$ cat src/rtl/board_rst_led_ctrl_pkg.sv
// Shared types for the board reset/LED controller: LED mode encoding and
// reset sequencer states.
package board_ctrl_pkg;

    typedef enum logic [1:0] {
        LED_OFF       = 2'b00,
        LED_ON        = 2'b01,
        LED_BLINK     = 2'b10,
        LED_HEARTBEAT = 2'b11
    } led_mode_e;

    typedef enum logic [1:0] {
        ST_STRETCH = 2'b00,
        ST_RELEASE = 2'b01,
        ST_RUN     = 2'b10
    } rst_state_e;

    // Heartbeat is lit for the first eighth of each blink period.
    function automatic logic heartbeat_on(input logic [2:0] top_bits);
        return (top_bits == 3'b000);
    endfunction

endpackage

$ cat src/rtl/btn_debounce.sv
// Single push-button conditioner: 2-flop synchroniser, stable-count debounce
// and a one-cycle pulse on each debounced rising edge.
module btn_debounce
    import board_ctrl_pkg::*;
#(
    parameter int DEBOUNCE_CYC = 32000
) (
    input  logic clk_soc,
    input  logic rstn_soc,
    input  logic btn_raw,
    output logic btn_db,
    output logic btn_rise
);

    localparam int CNT_W = $clog2(DEBOUNCE_CYC + 1);

    logic             sync_q1;
    logic             sync_q2;
    logic [CNT_W-1:0] stable_cnt;

    always_ff @(posedge clk_soc or negedge rstn_soc) begin
        if (!rstn_soc) begin
            sync_q1 <= 1'b0;
            sync_q2 <= 1'b0;
        end else begin
            sync_q1 <= btn_raw;
            sync_q2 <= sync_q1;
        end
    end

    // Any return to the current level restarts the count, so short glitches die here.
    always_ff @(posedge clk_soc or negedge rstn_soc) begin
        if (!rstn_soc) begin
            stable_cnt <= '0;
            btn_db     <= 1'b0;
            btn_rise   <= 1'b0;
        end else begin
            btn_rise <= 1'b0;
            if (sync_q2 == btn_db) begin
                stable_cnt <= '0;
            end else if (stable_cnt == CNT_W'(DEBOUNCE_CYC - 1)) begin
                stable_cnt <= '0;
                btn_db     <= sync_q2;
                btn_rise   <= sync_q2;
            end else begin
                stable_cnt <= stable_cnt + CNT_W'(1);
            end
        end
    end

endmodule

$ cat src/rtl/board_rst_led_ctrl.sv
// Board-level control: debounced buttons, ordered release of downstream
// active-low resets, and per-LED status modes driven from a blink counter.
module board_rst_led_ctrl
    import board_ctrl_pkg::*;
#(
    parameter int NUM_BTN         = 4,
    parameter int DEBOUNCE_CYC    = 32000,
    parameter int RST_BTN         = 1,
    parameter int NUM_RST         = 2,
    parameter int RST_STRETCH_CYC = 64,
    parameter int RST_GAP_CYC     = 16,
    parameter int NUM_LED         = 4,
    parameter int BLINK_W         = 24
) (
    input  logic                 clk_soc,
    input  logic                 rstn_soc,
    input  logic [NUM_BTN-1:0]   btn_i,
    input  logic                 rst_req_i,
    input  logic [2*NUM_LED-1:0] led_mode_i,
    output logic [NUM_BTN-1:0]   btn_o,
    output logic [NUM_BTN-1:0]   btn_rise_o,
    output logic [NUM_RST-1:0]   rstn_o,
    output logic                 rst_busy_o,
    output logic [NUM_LED-1:0]   led_o
);

    localparam int SCNT_W = $clog2(RST_STRETCH_CYC + 1);
    localparam int GCNT_W = $clog2(RST_GAP_CYC + 1);
    localparam int IDX_W  = (NUM_RST > 1) ? $clog2(NUM_RST) : 1;

    genvar gi;
    generate
        for (gi = 0; gi < NUM_BTN; gi++) begin : g_btn
            btn_debounce #(
                .DEBOUNCE_CYC(DEBOUNCE_CYC)
            ) u_btn_debounce (
                .clk_soc (clk_soc),
                .rstn_soc(rstn_soc),
                .btn_raw (btn_i[gi]),
                .btn_db  (btn_o[gi]),
                .btn_rise(btn_rise_o[gi])
            );
        end
    endgenerate

    rst_state_e         state;
    rst_state_e         state_nxt;
    logic [SCNT_W-1:0]  stretch_cnt;
    logic [SCNT_W-1:0]  stretch_cnt_nxt;
    logic [GCNT_W-1:0]  gap_cnt;
    logic [GCNT_W-1:0]  gap_cnt_nxt;
    logic [IDX_W-1:0]   rel_idx;
    logic [IDX_W-1:0]   rel_idx_nxt;
    logic [NUM_RST-1:0] rstn_nxt;
    logic               req;
    logic               stretch_hold;
    logic               stretch_done;
    logic               gap_done;
    logic               last_idx;

    assign req          = rst_req_i | btn_rise_o[RST_BTN];
    assign stretch_hold = req | btn_o[RST_BTN];
    assign stretch_done = (stretch_cnt == SCNT_W'(RST_STRETCH_CYC - 1));
    assign gap_done     = (gap_cnt == GCNT_W'(RST_GAP_CYC - 1));
    assign last_idx     = (rel_idx == IDX_W'(NUM_RST - 1));

    always_ff @(posedge clk_soc or negedge rstn_soc) begin
        if (!rstn_soc) begin
            state       <= ST_STRETCH;
            stretch_cnt <= '0;
            gap_cnt     <= '0;
            rel_idx     <= '0;
            rstn_o      <= '0;
            rst_busy_o  <= 1'b1;
        end else begin
            state       <= state_nxt;
            stretch_cnt <= stretch_cnt_nxt;
            gap_cnt     <= gap_cnt_nxt;
            rel_idx     <= rel_idx_nxt;
            rstn_o      <= rstn_nxt;
            rst_busy_o  <= ~&rstn_nxt;
        end
    end

    // A request always takes priority over a release edge in the same cycle.
    always_comb begin
        state_nxt       = state;
        stretch_cnt_nxt = stretch_cnt;
        gap_cnt_nxt     = gap_cnt;
        rel_idx_nxt     = rel_idx;
        case (state)
            ST_STRETCH: begin
                if (stretch_hold) begin
                    stretch_cnt_nxt = '0;
                end else if (stretch_done) begin
                    stretch_cnt_nxt = '0;
                    gap_cnt_nxt     = '0;
                    rel_idx_nxt     = IDX_W'(1);
                    state_nxt       = (NUM_RST == 1) ? ST_RUN : ST_RELEASE;
                end else begin
                    stretch_cnt_nxt = stretch_cnt + SCNT_W'(1);
                end
            end
            ST_RELEASE: begin
                if (req) begin
                    stretch_cnt_nxt = '0;
                    state_nxt       = ST_STRETCH;
                end else if (gap_done) begin
                    gap_cnt_nxt = '0;
                    rel_idx_nxt = rel_idx + IDX_W'(1);
                    if (last_idx) begin
                        state_nxt = ST_RUN;
                    end
                end else begin
                    gap_cnt_nxt = gap_cnt + GCNT_W'(1);
                end
            end
            ST_RUN: begin
                if (req) begin
                    stretch_cnt_nxt = '0;
                    state_nxt       = ST_STRETCH;
                end
            end
            default: begin
                stretch_cnt_nxt = '0;
                state_nxt       = ST_STRETCH;
            end
        endcase
    end

    always_comb begin
        rstn_nxt = rstn_o;
        case (state)
            ST_STRETCH: begin
                rstn_nxt = '0;
                if (!stretch_hold && stretch_done) begin
                    rstn_nxt[0] = 1'b1;
                end
            end
            ST_RELEASE: begin
                if (req) begin
                    rstn_nxt = '0;
                end else if (gap_done) begin
                    rstn_nxt[rel_idx] = 1'b1;
                end
            end
            ST_RUN: begin
                rstn_nxt = req ? '0 : '1;
            end
            default: begin
                rstn_nxt = '0;
            end
        endcase
    end

    logic [BLINK_W-1:0] blink_cnt;
    logic [NUM_LED-1:0] led_nxt;

    always_comb begin
        led_nxt = '0;
        for (int k = 0; k < NUM_LED; k++) begin
            case (led_mode_e'(led_mode_i[2*k +: 2]))
                LED_OFF:       led_nxt[k] = 1'b0;
                LED_ON:        led_nxt[k] = 1'b1;
                LED_BLINK:     led_nxt[k] = blink_cnt[BLINK_W-1];
                LED_HEARTBEAT: led_nxt[k] = heartbeat_on(blink_cnt[BLINK_W-1 -: 3]);
                default:       led_nxt[k] = 1'b0;
            endcase
        end
    end

    always_ff @(posedge clk_soc or negedge rstn_soc) begin
        if (!rstn_soc) begin
            blink_cnt <= '0;
            led_o     <= '0;
        end else begin
            blink_cnt <= blink_cnt + BLINK_W'(1);
            led_o     <= led_nxt;
        end
    end

endmodule

$ cat config.mk
export PLATFORM = sky130hd
export DESIGN_NAME = board_rst_led_ctrl
export DESIGN_NICKNAME = d
export VERILOG_FILES = /design/src/rtl/board_rst_led_ctrl_pkg.sv /design/src/rtl/btn_debounce.sv /design/src/rtl/board_rst_led_ctrl.sv
export SDC_FILE = /design/constraint.sdc
export NUM_CORES = 1
export LEC_CHECK = 0
export ABC_AREA = 1
export BUFFER_PORTS_ARGS = -buffer_cell sky130_fd_sc_hd__buf_2
export CORE_UTILIZATION = 55
export CTS_CLUSTER_DIAMETER = 40
export DETAILED_ROUTE_END_ITERATION = 10
export PLACE_DENSITY_LB_ADDON = 0.1
export SLEW_MARGIN = 10
export SYNTH_ARGS = -nofsm -noshare
export SYNTH_HDL_FRONTEND = slang
export SYNTH_SLANG_ARGS = --single-unit
$ cat constraint.sdc
create_clock -name clk_soc -period 1.2 [get_ports clk_soc]
set_input_delay 0.12 -clock clk_soc [delete_from_list [all_inputs] [get_ports clk_soc]]
set_output_delay 0.12 -clock clk_soc [all_outputs]
set_load 0.02 [all_outputs]
==> metrics, run 1 <==
post-detailed-route count of antenna-violating nets=0; fmax=676.4 MHz; CTS tree=done; final critical delay including setup and external delays=1.478 ns; detail-routed via count per cell=5.594; wire length of the first global-routing pass=25060 um; synthesized area divided by synthesized cell count=8.167 um2; fraction of the mapped netlist area in simple logic gates=31.89%; warning count from the yosys run=0; worst endpoint data arrival time=1.79 ns; CTS sink count=122; share of cells above drive strength 1=47.87%; buffering stage count on the worst path with inverters included=2; Worst VDD drop=1.520 mV; Nets=997; post-layout util=87.73%; global router's overall resource usage=27.38%; standard cell with the maximum stage delay on the critical path=dfrtp_1; Routed wire per std cell=18.18 um; height of the die=108.9 um; sequential fraction of the synthesis area=48.57%; wire length after detailed routing=20440 um; worst-case clock buffer depth=2; number of antenna cells inserted=0; number of optimization iterations in the first detailed-route pass=7; class of the worst hold path=input port to flip-flop; cell breakdown of the critical path=buf_4 > inv_1 > nor3_2 > nand3_1 > nand2_1 > a21oi_2; worst hold slack after final layout=0.1147 ns; length of routed wiring on met1=7699 um; Final Max Slew Viols=0; Top delay family on crit path=simple AND/OR/NAND/NOR gates; Worst slew margin=68.33%; library cell used as clock root buffer=clkbuf_16; initial antenna violation count=0; total standard cell area after synthesis=6289 um2; via count=6288; multiplexer fraction of the synthesized cell area=0%; top layer reached by signal wires=met4; failing checks=negative setup slack; Final HPWL DP=10130 um; total power density per cell area=1035 nW/um2; number of placement rows=38; CP peak stage delay=0.38 ns; crit path setup slack, layout=-0.2784 ns; number of buffers created by CTS=17; synthesized-area fraction occupied by xor and xnor cells=6.964%; post-CTS clock slew at the launch and capture registers of the worst setup and hold paths=0.06 ns; Post-Syn Instances=770; Core Box Area=10980 um2; number of global-route vias before repair=5650; Tightest Pin Transition=0.4751 ns; Final Cycle Share=123.2%; Max Fanout on Critical Path=4; FF+latch count, synth=122; required time of the critical path=1.51 ns; total congestion overflow=0; unrepaired setup endpoints after global routing=yes; reported max-cap violation count=0; die area=11870 um2; count of boundary I/O pins=30; combinational family with the most area after synthesis=simple AND/OR/NAND/NOR gates; adder-cell area share of the yosys netlist=2.189%; worst setup path class=flip-flop to flip-flop; Final Hold Fails=0; Layout Skew=0.008682 ns; routed wl met2=10680 um; met3 WL post-DR=1193 um; worst-skew pair later-pin latency=0.43 ns; x dimension of the die=108.9 um; startpoint type of the worst setup path=flip-flop; number of unique standard cell types used by synthesis=31; Iter 0 DRT Violations=618; number of nets produced by synthesis=796; complex-gate fraction of the synthesized area=4.059%; synthesis-to-finish area growth=53.22%; initial standard-cell utilization of the core=57.26%; run status=finished, violations left; maximum number of pins on one net before global-route repair=61; final weighted congestion in routability-driven placement=0.8771; count of unresolved DRC violations after routing=0; P_leak=4.370 nW; deepest level of the CTS H-tree=4; setup TNS after final layout=-10.15 ns; number of I/O port buffers=29; final setup vio count=93; kind of end point of the critical path=flip-flop
## stage by stage
| step | setup WS (ns) | cells | area, um2 | power [mW] |
|---|---|---|---|---|
| after floorplan | -0.04061 | 770 | 6362 | 4.448 |
| after global placement | -0.07635 | 1015 | 7268 | 4.661 |
| after detailed placement | -0.1490 | 1015 | 7268 | 4.681 |
| after CTS | -0.1355 | 1080 | 8391 | 9.823 |
| after global routing | -0.3498 | 1124 | 9635 | 10.25 |
| final | -0.2784 | 1124 | 9635 | 9.976 |
## final timing paths
kind | start | to | slack (ns) | cells after the start
max | g_btn[3].u_btn_debounce.stable_cnt[4] | g_btn[3].u_btn_debounce.stable_cnt[11] | -0.28 | 6
min | rst_req_i | stretch_cnt[4] | 0.11 | 4
max reg2reg | g_btn[3].u_btn_debounce.stable_cnt[4] | g_btn[3].u_btn_debounce.stable_cnt[11] | -0.28 | 6
min reg2reg | g_btn[1].u_btn_debounce.sync_q1 | g_btn[1].u_btn_debounce.sync_q2 | 0.35 | 0
max in group asynchronous | rstn_soc | g_btn[0].u_btn_debounce.btn_db | 0.52 | 3
min in group asynchronous | rstn_soc | g_btn[2].u_btn_debounce.stable_cnt[14] | 0.25 | 3
## layer usage
metal | vias up | GRT usage (%)
met2 | 330 | 46.09
met5 | - | 0
met3 | 101 | 7.053
met4 | 0 | 9.942
li1 | 2813 | -
met1 | 3044 | 33.86
## worst reg2reg max path, cell delays in order, from the launching register on
cell and delay [ns]:
dfrtp_1 0.38, buf_4 0.15, inv_1 0.08, nor3_2 0.36, nand3_1 0.19, nand2_1 0.14, a21oi_2 0.07
## registers in the layout, indices dropped and copies added, names as in the netlist, 2 cells and up
signal / cells
g_btn.u_btn_debounce.btn_rise: 4
rstn_o: 2
g_btn.u_btn_debounce.stable_cnt: 60
g_btn.u_btn_debounce.btn_db: 4
g_btn.u_btn_debounce.sync_q2: 4
stretch_cnt: 7
g_btn.u_btn_debounce.sync_q1: 4
blink_cnt: 24
led_o: 4
state: 2
gap_cnt: 5
## cells in the mapped netlist, drive strengths merged
library cell	number	area [um2]
inv	90	337.8
o21bai	4	30.03
xnor2	16	140.1
xor2	34	297.8
dfrtp	121	3028
o22ai	1	6.260
nand4	15	93.84
a31oi	5	31.28
nand3b	2	15.01
nand2	199	819.5
nor3b	1	7.510
a21boi	1	7.510
buf	8	60.06
nand3	58	295.3
nor2	153	665.6
a21oi	18	90.09
or2	1	6.260
dfstp	1	26.28
nor3	13	102.6
ha	11	137.6
o21ai	18	90.09
## power by group
group	internal, mW	switching (mW)
clock	3.17	2.00
combinational	0.232	0.337
sequential	4.18	0.0618
## kinds of logic after synthesis
kind of cell | Yosys count
fa+ha+maj | 11
buf+inv | 98
compound gates | 47
flops | 122
xor+xnor | 50
simple gates | 442
## placed cells by master, fill, tap and decap left out, types with 18 or more instances in the layout
cell type / synthesis / layout
inv_1: 80 / 67
buf_4: 8 / 123
nor2_4: 6 / 41
nand2_1: 184 / 124
buf_2: 0 / 26
nand3_2: 1 / 18
dfrtp_1: 121 / 111
nor2_2: 12 / 36
xor2_1: 34 / 27
nand3_1: 57 / 32
nor2_1: 134 / 75
nand2_2: 8 / 51
buf_6: 0 / 26
nand2_4: 7 / 20
## layout make-up
type | count | area [um2]
timing repair buffer | 189 | 1496
fill | 482 | 1348
sequential | 122 | 3067
clock inverter | 13 | 146.4
clock buffer | 19 | 452.9
tap | 140 | 175.2
inverter | 90 | 352.8
multi-input combinational | 551 | 3945
## timing repair
action                                  CTS  global route
hold buffers                             13             0
endpoints found under the hold margin   129             0
endpoints found under the setup margin   84           104
pin swaps                                34            85
gates cloned                              0             1
setup buffers                            20            44
gates resized for setup                  66           237
No activity file was read; power rests on OpenSTA's default activity.
==> inputs of run 2 (changes only) <==
Settings changed: CELL_PAD_IN_SITES_DETAIL_PLACEMENT set to 1, CELL_PAD_IN_SITES_GLOBAL_PLACEMENT set to 2, CORE_MARGIN set to 1.5, CORE_UTILIZATION 55 to 40.
Clock period 1.2 ns to 1.8 ns, I/O delays scaled along.
==> metrics, run 2 (synthesized netlist as in run 1, its figures left out) <==
global router's overall resource usage=20.44% (-6.9 points); CTS tree=done; share of cells above drive strength 1=13.91% (-34 points); grt met2 use=35.71% (-10 points); register with the highest flop count=g_btn.u_btn_debounce.stable_cnt; PnR Total Power=6.585 mW (-34%); via count=5066 (-19%); startpoint type of the worst setup path=flip-flop; final weighted congestion in routability-driven placement=0.8049 (-8.2%); library cell used as clock root buffer=clkbuf_16; Final Cycle Share=85.41% (-38 points); post-route cell area=7460 um2 (-23%); Nets=854 (-14%); height of the die=128.4 um (+18%); unrepaired setup endpoints after global routing=no; post-detailed-route count of antenna-violating nets=0 (unchanged); Iter 0 DRT Violations=195 (-68%); number of placement rows=45 (+18%); portion of total power attributed to sequential cells=42.8% (+0.3 points); number of I/O port buffers=29 (unchanged); Final Max Slew Viols=0 (unchanged); switch share=21.74% (-2.3 points); synthesis-to-finish area growth=18.62%; deepest level of the CTS H-tree=4 (unchanged); run status=completed; worst-case clock buffer depth=2 (unchanged); Post-Layout Cell Count=1052 (-6.4%); cell breakdown of the critical path=inv_1 > nand3_1 > a31oi_1 > dlygate4sd3_1; combinational share of power=3.8% (-1.9 points); placed cell count=1007 (-0.79%); post-CTS clock slew at the launch and capture registers of the worst setup and hold paths=0.06 ns (about the same); number of buffers created by CTS=17 (unchanged); Worst VDD drop=0.7260 mV (-52%); die area=16480 um2 (+39%); R2R setup slack=0.26 ns (+0.54 ns); placed cell area=6715 um2 (-7.6%); Largest regs=g_btn.u_btn_debounce.stable_cnt: 60 flops, blink_cnt: 24 flops, stretch_cnt: 7 flops; required time of the critical path=2.15 ns (+0.64 ns); total congestion overflow=0 (unchanged); detail-routed via count per cell=4.816 (-14%); count of boundary I/O pins=30 (unchanged); initial antenna violation count=0 (unchanged); reported max-cap violation count=0 (unchanged); number of optimization iterations in the first detailed-route pass=4 (-3); clock network power share=53.4% (+1.6 points); kind of end point of the critical path=flip-flop; number of global-route vias before repair=5503 (-2.6%); x dimension of the die=128.4 um (+18%); worst setup path end=led_o[1]; switching component of the power=1.431 mW (-40%); final critical delay including setup and external delays=1.537 ns (+0.05906 ns); wire length of the first global-routing pass=26290 um (+4.9%); worst setup path class=flip-flop to flip-flop; fill cell instance count of the final layout=1858 (+290%); final setup vio count=0 (-100%); CTS sink count=122 (unchanged); CP peak stage delay=0.59 ns (+0.21 ns); Final Hold Fails=0 (unchanged); maximum number of pins on one net before global-route repair=40 (-34%); Final HPWL DP=11190 um (+11%); Critical Path Source=blink_cnt[23]; Tightest Pin Transition=0.4973 ns (+0.02224 ns); worst-skew pair later-pin latency=0.42 ns (about the same); total power density per cell area=882.8 nW/um2 (-15%); Worst slew margin=66.61% (-1.7 points); fmax=650.4 MHz (-3.8%); count of unresolved DRC violations after routing=0 (unchanged); worst reg2reg path startpoint=blink_cnt[23]; reg-to-reg critical path endpoint=led_o[1]; Core Box Area=15260 um2 (+39%); Max Fanout on Critical Path=6 (+2); post-layout util=48.89% (-39 points); setup TNS after final layout=0 ns (+10.15 ns); GR Layer Usage met3=5.073% (-2.0 points); commonest non-fill, non-tap cells in the layout=184 x nand2_1, 134 x nor2_1, 121 x dfrtp_1, 80 x inv_1, 57 x nand3_1; max FFs per register=60 (unchanged); Pint=5.154 mW (-32%); Layout Skew=0.006836 ns (-0.001846 ns); class of the worst hold path=input port to flip-flop; number of antenna cells inserted=0 (unchanged); wire length after detailed routing=14940 um (-27%); P_leak=3.372 nW (-23%); buffer count from post-CTS setup fixing=0 (-100%); Routed wire per std cell=14.20 um (-22%); initial standard-cell utilization of the core=41.21% (-16 points); worst endpoint data arrival time=1.89 ns (+0.10 ns); standard cell with the maximum stage delay on the critical path=dlygate4sd3_1; met1 GRT Util=25.31% (-8.5 points); worst r2r path cells=4 (-2); most common cell after layout, fill and taps aside=nand2_1; routing layer with the top usage in global route=met2
## run 2: cell types whose count changed in the layout (fill, tap and decap cells not counted), moves of 17 or more
cell	change
buf_4	-120
nand2_1	+60
nor2_1	+59
nand2_2	-43
nor2_4	-35
buf_6	-26
nand3_1	+25
nor2_2	-24
nand3_2	-17
## run 2: final cells by class
type                            instances  area (um2)  share of cell area, %
Clock buffer                           21       470.5                  6.307
Clock inverter                         11       143.9                  1.929
Inverter                               90       337.8                  4.529
Multi-Input combinational cell        550        2836                  38.02
Sequential cell                       122        3054                  40.94
Tap cell                              211       264.0                  3.539
Timing Repair Buffer                   47       352.8                  4.730
## run 2: worst min-delay path by stage
| stage | to | startpoint | slack [ns] | depth (start not counted) |
|---|---|---|---|---|
| 2_1_floorplan | blink_cnt[0] | rstn_soc | -0.12 | 0 |
| 3_3_place_gp | g_btn[2].u_btn_debounce.stable_cnt[13] | rstn_soc | 0.14 | 1 |
| 3_5_place_dp | g_btn[2].u_btn_debounce.stable_cnt[13] | rstn_soc | 0.14 | 1 |
| 4_1_cts | rstn_o[1] | rst_req_i | 0.21 | 4 |
| 5_1_grt | rstn_o[1] | rst_req_i | 0.26 | 4 |
| 6_report | rstn_o[1] | rst_req_i | 0.22 | 4 |
## run 2: power by group through the flow
stage	Sequential [mW]	Clock [mW]	Combinational [mW]
2_1_floorplan	2.86	0	0.0936
5_1_grt	2.82	3.72	0.286
6_report	2.82	3.52	0.248
4_1_cts	2.82	3.60	0.254
3_5_place_dp	2.87	0	0.233
3_3_place_gp	2.86	0	0.224
## run 2: layer usage
metal | vias up | routed length [um]
li1 | 2538 | -
met1 | 2475 | 6725
met2 | 44 | 7714
met3 | 9 | 378
met4 | 0 | 119
met5 | - | 0
## run 2: per-stage QoR
step / hold WS, ns / setup slack (ns)
final: 0.2172 / 0.2625
after global routing: 0.2586 / 0.06750
after CTS: 0.2064 / 0.2635
after detailed placement: 0.1441 / 0.2949
after global placement: 0.1396 / 0.3627
after floorplan: -0.1156 / 0.4734
## run 2: critical path, delay by kind of cell (launching register included)
kind,cells,cell delay (ns)
compound gates,1,0.21
buf+inv,2,0.69
flops,1,0.44
simple gates,1,0.14
## run 2: what timing repair did
item,4_1_cts,5_1_grt
gates resized for setup,0,0
setup endpoints to repair,0,0
hold endpoints to repair,31,0
hold buffers,13,0
